==> src/rtl/profile_cache_counters.sv <==
// profile_cache_counters: saturating icache/dcache event counters behind a one-outstanding read port.
// Optional coherent snapshot shadows are enabled by CLAP_CONFIG_CACHE_PROFILE_SNAPSHOT_EN.
module profile_cache_counters #(
    parameter int CNT_W = 32
) (
    input  logic        clk,
    input  logic        rstn,
    input  logic        en,
    input  logic        clr,
    input  logic        icache_valid,
    input  logic        icache_hit,
    input  logic        dcache_valid,
    input  logic        dcache_hit,
    input  logic        rd_req,
    input  logic [2:0]  rd_sel,
    output logic        rd_ready,
    output logic        rd_valid,
    output logic [31:0] rd_data
);
    typedef enum logic {IDLE, RESP} state_t;
    state_t state, state_next;
    logic [CNT_W-1:0] cnt [5];
    logic [4:0] ovf;
    logic [4:0] inc;
    logic [31:0] view [8];
    logic accept;

    assign inc = {en, en & dcache_valid & ~dcache_hit, en & dcache_valid,
                  en & icache_valid & ~icache_hit, en & icache_valid};
    assign accept = rd_req & rd_ready;

    always_ff @(posedge clk or negedge rstn) begin
        if (!rstn) begin
            for (int i = 0; i < 5; i++) cnt[i] <= '0;
            ovf <= '0;
        end else if (clr) begin
            for (int i = 0; i < 5; i++) cnt[i] <= '0;
            ovf <= '0;
        end else begin
            for (int i = 0; i < 5; i++)
                if (inc[i]) begin
                    if (&cnt[i]) ovf[i] <= 1'b1;
                    else cnt[i] <= cnt[i] + CNT_W'(1);
                end
        end
    end

`ifdef CLAP_CONFIG_CACHE_PROFILE_SNAPSHOT_EN
    logic [CNT_W-1:0] shadow [1:4];
    logic [4:0] shadow_ovf;

    // Sel 0 acceptance freezes a coherent sample for the later sel 1..5 reads.
    always_ff @(posedge clk or negedge rstn) begin
        if (!rstn) begin
            for (int i = 1; i < 5; i++) shadow[i] <= '0;
            shadow_ovf <= '0;
        end else if (accept && rd_sel == 3'd0) begin
            for (int i = 1; i < 5; i++) shadow[i] <= cnt[i];
            shadow_ovf <= ovf;
        end
    end
`endif

    always_comb begin
        for (int i = 0; i < 8; i++) view[i] = '0;
        for (int i = 0; i < 5; i++) view[i] = 32'(cnt[i]);
        view[5] = {27'b0, ovf};
`ifdef CLAP_CONFIG_CACHE_PROFILE_SNAPSHOT_EN
        for (int i = 1; i < 5; i++) view[i] = 32'(shadow[i]);
        view[5] = {27'b0, shadow_ovf};
`endif
    end

    always_ff @(posedge clk or negedge rstn) begin
        if (!rstn) begin
            state   <= IDLE;
            rd_data <= '0;
        end else begin
            state <= state_next;
            if (accept) rd_data <= view[rd_sel];
        end
    end

    always_comb begin
        rd_ready   = state == IDLE;
        rd_valid   = state == RESP;
        state_next = (state == IDLE && rd_req) ? RESP : IDLE;
    end
endmodule
==> config.mk <==
export PLATFORM = sky130hd
export DESIGN_NAME = profile_cache_counters
export DESIGN_NICKNAME = d
export VERILOG_FILES = /design/src/rtl/profile_cache_counters.sv
export SDC_FILE = /design/constraint.sdc
export NUM_CORES = 1
export LEC_CHECK = 0
export ABC_AREA = 1
export CORE_ASPECT_RATIO = 0.7
export CORE_UTILIZATION = 50
export DETAILED_ROUTE_END_ITERATION = 6
export GPL_TIMING_DRIVEN = 0
export PLACE_DENSITY = 0.67
export SLEW_MARGIN = 15
export SYNTH_ARGS = -nofsm -noshare
export SYNTH_HDL_FRONTEND = slang
export SYNTH_SLANG_ARGS = --single-unit
export TNS_END_PERCENT = 50
==> constraint.sdc <==
create_clock -name clk -period 2.25 [get_ports clk]
set_clock_uncertainty 0.05 [all_clocks]
set_input_delay 0.45 -clock clk [delete_from_list [all_inputs] [get_ports clk]]
set_output_delay 0.45 -clock clk [all_outputs]
set_load 0.1 [all_outputs]
# After elaboration in Yosys (flattened, before gate mapping)
# Index checks and enable logic that the tools add are counted.
[classes]
muxes = 26
n_reduce_logical = 26
magnitude_cmp = 1
add_sub_neg = 5
bitwise_logic = 9
eq_ne = 5
[op_table]
columns = ["op", "count"]
rows = [
  ["32-bit two-way mux", 12],
  ["32-bit by 1-bit adder with 32-bit output (second input constant)", 5],
  ["160-bit two-way mux", 1],
  ["32-bit AND reduction", 5],
  ["32-bit binary-select mux with 3-bit select", 1],
  ["2-bit AND reduction", 10],
  ["2-bit nonzero test", 10],
  ["1-bit two-way mux", 11],
  ["2-bit != test (second input constant)", 5],
  ["1-bit bitwise AND", 5],
  ["5-bit two-way mux", 1],
  ["4-bit >= comparator (second input constant)", 1],
  ["3-bit inverter with 4-bit output", 1],
  ["1-bit inverter", 3],
  ["1-bit logical AND", 1],
]
[word_totals]
reg_bits = 198
word_cells = 84
out_inout_bits = 34

# Longest topological paths before layout
# Gate-level depths: netlist of the first run.
[depth]
word_depth = 4
ltp_mapped = 11

# Worst setup path before layout of the first run
# OpenSTA, ideal clock, no wires.
[synth_timing]
kind = "register -> output"
startpoint = "register state, in the netlist rd_valid"
endpoint = "output port rd_ready"
path_slack_ns = 0.167
path_stages_with_launch = 2
t_required_ns = 1.750
arrival_ns = 1.583
path_cell_list = "dfrtp_1 -> inv_1"
[synth_via]
elab_chain_cells = 1
[synth_rtl]
columns = ["item", "line_no", "source"]
rows = [
  ["start, declared", "21", "state_t state, state_next;"],
  ["start signal, assigned", "79", "state <= state_next;"],
  ["1-bit inverter", "85", "rd_ready = state == IDLE;"],
  ["end, declared", "16", "output logic rd_ready,"],
]
# No other way between the ends.

# Final worst setup path of the first run
[layout_timing]
startpoint = "register rd_data[16]"
endpoint = "output port rd_data[16]"
[layout_lines]
columns = ["item", "line_no", "source"]
rows = [
  ["start, declared", "18", "output logic [31:0] rd_data"],
  ["start signal, assigned", "80", "if (accept) rd_data <= view[rd_sel];"],
]
# No word-level cell between the ends.

==> impl_metrics.csv, run 1 <==
group,metric,value,unit
yosys,ys_warn_count,0,
yosys,netlist_top_cells_area,"dfrtp_1 (37%), nand2_1 (19%), nor2_1 (8.8%)",
yosys,syn_inst,2054,
yosys,synth_seq_cells,198,
timing,worst_pin_slew,1.10,ns
worst_setup_path,max_stage_delay,0.85,ns
yosys,synth_area_per_cell,6.45,µm²
global_routing,met2_usage,48.4,%
floorplan,num_io_pins,46,
floorplan,die-width,196,µm
cells_and_area,finish.utilization,58.0,%
timing,fin_crit_sh,99.3,%
global_routing,gr-total-overflow,0,
worst_setup_path,crit_fanout,2,
timing,slew_violations,0,
drt,drc,0,
power_and_ir_drop,clockPowerShare,36.7,%
clock_tree,cts_root_buf,"clkbuf_16",
power_and_ir_drop,comb_power_share,18.5,%
clock_tree,cts_buffers,17,
clock_tree,clockBufferDepth,2,
cells_and_area,design_area,15000,µm²
global_routing,grt_pass1_wl,74400,µm
clock_tree,h-tree-depth,4,
cells_and_area,drive_gt1_share,6.90,%
yosys,yosys_most_used_dff,"dfrtp_1",
clock_tree,cts_tree,"yes",
worst_setup_path,cp_slowest_cell,"clkdlybuf4s15_1",
power_and_ir_drop,internal_power,0.00549,W
worst_setup_path,crit_type,"reg -> out",
global_routing,grt_usage,36.6,%
yosys,yosysMostFrequentCell,"nand2_1",
worst_setup_path,endpoint_kind,"primary output",
worst_setup_path,cp.required,1.75,ns
place,dp_slack,-0.846,ns
yosys,synth_edf_count,0,
power_and_ir_drop,vdd_drop_max,531,µV
job,max_cap_viol_count,0,
yosys,ys_seq_area_share,37.4,%
timing,min_period,2.24,ns
floorplan,start_util,51.3,%
timing,finalSetupViolCount,0,
global_routing,busiest_layer,"met1",
worst_setup_path,worstPathArrival,1.74,ns
timing,hold_viol,0,
floorplan,num_rows,49,
drt,first_pass_iters,6,
power_and_ir_drop,p_switching,0.00288,W
worst_setup_path,cp-start-kind,"flip-flop",
place,port-buffer-count,42,
worst_hold_path,hp-class,"in -> async",
global_routing,grtUsageMet1,56.7,%
power_and_ir_drop,p_sw_share,34.5,%
power_and_ir_drop,p_per_area,559,nW/µm²
drt,via_per_inst,5.66,
drt,wire_per_inst,19.6,µm
yosys,yosysTopAreaCellShare,37.4,%
place,placedInstanceArea,14200,µm²
yosys,synth_nets,2071,
floorplan,die_area,27100,µm²
cells_and_area,antenna_cells,0,
timing,worst_slack,0.0146,ns
power_and_ir_drop,leakagePower,6.18,nW
cells_and_area,fin_nets,2151,
drt,via_count,14200,
yosys,ys_types,35,
yosys,synth_top_area_cell,"dfrtp_1",
timing,max-slew-margin-rel,27.0,%
drt,wirelength,49100,µm
power_and_ir_drop,seqPwrFrac,44.8,%
outcome,status,"finished, final reports clean",
place,gp_congestion,1.06,
global_routing,antenna_found_initial,0,
worst_setup_path,path_cells,"clkdlybuf4s15_1",
worst_setup_path,crit_buf_inv,1,
clock_tree,clk_pin_slew_worst_paths,0.08,ns
yosys,synth.top_cells.by_count,"nand2_1 (681), nor2_1 (309), dfrtp_1 (198)",
place,dp_hpwl,37600,µm
cells_and_area,syn2layout_area_growth,13.1,%
power_and_ir_drop,fin_total_pwr,0.00837,W
drt,drt_iter0_markers,1731,
floorplan,coreArea,25800,µm²
worst_setup_path,critPathTopFamily,"buffers and inverters",
clock_tree,clk_latency,0.48,ns
global_routing,globalRouteMet3Util,8.78,%
global_routing,grt_pass1_vias,12400,
yosys,synthArstFlopShare,100,%
clock_tree,cts.sinks,198,
global_routing,grt_max_degree,91,
floorplan,die_h,138,µm
drt,ant_nets,0,
yosys,synth_area,13200,µm²
timing,fmax,0.447,GHz
layer usage:
metal  wire [µm]  up-vias
li1            -     6802
met1       22300     6571
met2       19300      718
met3        5830       82
met4        1580        0
met5           0        -
what timing repair did:
action                                  4_1_cts  5_1_grt
hold buffers                                  1        0
setup buffers                                 1       14
resized for setup                            55       45
endpoints found under the setup margin      124      168
pin swaps                                     2        7
cloned                                        0        1
hold endpoints to repair                     37        0
final cells by class:
class,instances,area [µm²]
Fill cell,2553,10800
Multi-Input combinational cell,1617,7370
Sequential cell,198,4960
Inverter,163,616
Timing Repair Buffer,61,613
Clock buffer,20,467
Tap cell,357,447
Buffer,76,409
Clock inverter,11,90.1
stage by stage:
| stage | TNS, ns | hold WS, ns | instances |
|---|---|---|---|
| after floorplan | 0 | 0.104 | 2054 |
| after global placement | -1652.85 | 0.423 | 2453 |
| after detailed placement | -58.06 | 0.306 | 2455 |
| after CTS | -0.0460 | 0.403 | 2488 |
| after global routing | -0.0450 | 0.429 | 2503 |
| final | 0 | 0.401 | 2503 |
cells in the final DEF (no fill, tap or decap), drive strengths merged, types with 11 or more instances in the layout:
master         synthesis  routed
a31oi                 34      34
nand2                689     689
buf                   41      53
inv                  162     167
a21oi                 69      69
clkdlybuf4s15          0      15
xnor2                 11      11
o21ai                213     213
dlygate4sd2            0      18
xor2                  25      25
dfrtp                198     198
clkbuf                35      63
nor2                 321     321
nand3                193     193
power groups by stage:
stage,Sequential (W),Combinational [W],Clock [W]
after floorplan,0.00439,0.000430,0
after global placement,0.00382,0.00152,0
after detailed placement,0.00382,0.00154,0
after CTS,0.00375,0.00150,0.00309
after global routing,0.00376,0.00162,0.00322
final,0.00375,0.00155,0.00307
cells by family (layout without fill, tap and decap cells):
| family | after synthesis | in the layout | synth area share [%] |
|---|---|---|---|
| xor gates and xnor gates | 36 | 36 | 2.38 |
| and+or+nand+nor | 1240 | 1240 | 38.5 |
| AOI/OAI and AO/OA | 336 | 336 | 13.8 |
| DFF | 198 | 198 | 37.4 |
| buffers and inverters | 239 | 331 | 7.48 |
| adders and majority gates | 5 | 5 | 0.473 |
sequential cells by signal, summed over array words and instances (netlist names):
register,cells
cnt,160
ovf,5
rd_data,32
rd_valid,1
path summary, 6_finish.rpt:
kind / startpoint / endpoint / slack [ns] / depth (start not counted)
max in group asynchronous: rstn / cnt[129] / 0.95 / 3
hold reg to reg: ovf[0] / ovf[0] / 0.46 / 1
setup reg to reg: cnt[1] / cnt[1] / 0.11 / 10
hold / removal: rstn / cnt[116] / 0.40 / 2
min in group clk: ovf[0] / ovf[0] / 0.46 / 1
setup / recovery: rd_data[16] / rd_data[16] / 0.01 / 1
No activity file was read; power rests on OpenSTA's default activity.
==> run 2: changes to the inputs <==
CTS_BUF_LIST = sky130_fd_sc_hd__clkbuf_4 sky130_fd_sc_hd__clkbuf_8   (was not set)
==> impl_metrics.csv, run 2 (synthesis gave the netlist of run 1 again) <==
group,metric,value,unit
outcome,status,"finished, final reports clean",
cells_and_area,layout_common_cells,"nand2_1 (677), nor2_1 (300), o21ai_0 (196), dfrtp_1 (192), nand3_1 (191)",
timing,slew_violations,0,
drt,wirelength,49000,µm
power_and_ir_drop,leakagePower,6.10,nW
timing,hold_viol,0,
global_routing,grt_pass1_wl,74200,µm
drt,ant_nets,0,
cells_and_area,antenna_cells,0,
clock_tree,cts.sinks,198,
timing,max-slew-margin-rel,28.2,%
timing,fin_crit_sh,97.7,%
timing,worst_pin_slew,1.08,ns
drt,first_pass_iters,6,
timing,fmax,0.455,GHz
power_and_ir_drop,p_per_area,516,nW/µm²
place,placedInstanceArea,14200,µm²
power_and_ir_drop,vdd_drop_max,440,µV
global_routing,gr-total-overflow,0,
floorplan,die-width,196,µm
floorplan,num_rows,49,
job,max_cap_viol_count,0,
power_and_ir_drop,fin_total_pwr,0.00764,W
clock_tree,clockBufferDepth,2,
worst_setup_path,cp.required,2.61,ns
drt,wire_per_inst,19.6,µm
place,dp_hpwl,37600,µm
clock_tree,cts_root_buf,"clkbuf_8",
worst_setup_path,worstPathArrival,2.56,ns
worst_setup_path,r2r-end,"cnt[63]",
cells_and_area,largest_register_ffs,160,
worst_setup_path,reg2reg_slack,0.12,ns
global_routing,grt_usage,36.4,%
worst_setup_path,crit_type,"in -> reg",
worst_setup_path,rr_startpoint,"cnt[33]",
clock_tree,clk_latency,0.53,ns
clock_tree,cts_tree,"yes",
cells_and_area,syn2layout_area_growth,12.0,%
worst_hold_path,hp-class,"in -> async",
clock_tree,h-tree-depth,4,
cells_and_area,largestRegisters,"cnt x160, rd_data x32, ovf x5",
timing,min_period,2.20,ns
cells_and_area,max_flop_register,"cnt",
place,gp_congestion,1.06,
global_routing,antenna_found_initial,0,
cells_and_area,fillers,2568,
floorplan,die_area,27100,µm²
floorplan,coreArea,25800,µm²
worst_setup_path,cp-start-kind,"input pin",
drt,via_count,14100,
cells_and_area,drive_gt1_share,8.37,%
clock_tree,cts_buffers,17,
clock_tree,clk_pin_slew_worst_paths,0.10,ns
worst_setup_path,crit_fanout,10,
place,port-buffer-count,42,
timing,hold_slack,0.340,ns
cells_and_area,fin_nets,2155,
cells_and_area,design_area,14800,µm²
floorplan,die_h,138,µm
floorplan,start_util,51.3,%
drt,drc,0,
timing,finalSetupViolCount,0,
drt,drt_iter0_markers,1721,
cells_and_area,mostFrequentLayoutCell,"nand2_1",
worst_setup_path,endpoint_kind,"flip-flop",
drt,via_per_inst,5.62,
floorplan,num_io_pins,46,
global_routing,grt_max_degree,91,
worst_setup_path,reg2reg_depth,11,
global_routing,grt_pass1_vias,12400,
run 2: changes by cell type in the layout (fill, tap and decap cells not counted), sizes merged:
cell           before  now
dlygate4sd2        18    0
buf                53   57
clkinv              5    6
clkinvlp            2    1
clkdlybuf4s15      15   26
clkbuf             63   70
run 2: worst max path at each step:
stage             start  endpoint  depth (start not counted)
2_1_floorplan  rd_valid  rd_ready                          1
3_3_place_gp       rstn   cnt[25]                          1
3_5_place_dp         en   cnt[54]                          9
4_1_cts             clr  cnt[124]                          7
5_1_grt         cnt[33]   cnt[43]                         11
6_report            clr   cnt[42]                          7
run 2: power by group:
group / switching, W / total (W) / internal [W]
clock network: 0.00146 / 0.00232 / 0.000869
registers: 0.0000958 / 0.00375 / 0.00366
logic: 0.00124 / 0.00157 / 0.000327
run 2: stage by stage:
stage	setup WS (ns)	instances	utilization, %	setup TNS (ns)
3_3_place_gp	-8.08	2453	54.7	-1652.85
3_5_place_dp	-0.846	2455	54.9	-58.06
5_1_grt	-0.0269	2507	57.4	-0.0947
2_1_floorplan	0.167	2054	-	0
4_1_cts	0.00297	2490	56.7	0
6_report	0.0508	2507	57.4	0
run 2: metal layers:
layer / wire length [µm] / up-vias / track usage, %
li1: - / 6791 / -
met1: 22700 / 6517 / 56.5
met2: 19200 / 713 / 48.6
met3: 5680 / 78 / 9.37
met4: 1440 / 0 / 11.2
met5: 0 / - / 0
run 2: critical path: stages:
cell and delay [ns]:
buf_2 0.27, clkinv_1 0.55, buf_2 0.40, buf_2 0.27, buf_1 0.38, nand2_1 0.18
nand2_1 0.06
run 2: area by class of cell:
type / instances / area, µm² / share of cell area, %
flip-flops and latches: 198 / 4960 / 33.5
plain buffers: 76 / 403 / 2.72
inverters: 163 / 612 / 4.13
well taps: 357 / 447 / 3.01
clock inverters: 11 / 90.1 / 0.608
repair buffers: 65 / 666 / 4.49
multi-input cells: 1617 / 7370 / 49.7
clock buffers: 20 / 275 / 1.86
run 2: timing repair:
item                                    CTS  global route
gates resized for setup                 104            41
endpoints found under the setup margin  118           160
hold buffers                              1             0
setup buffers                             3            16
pin swaps                                 3             5
hold endpoints to repair                 37             0
cloned                                    0             1
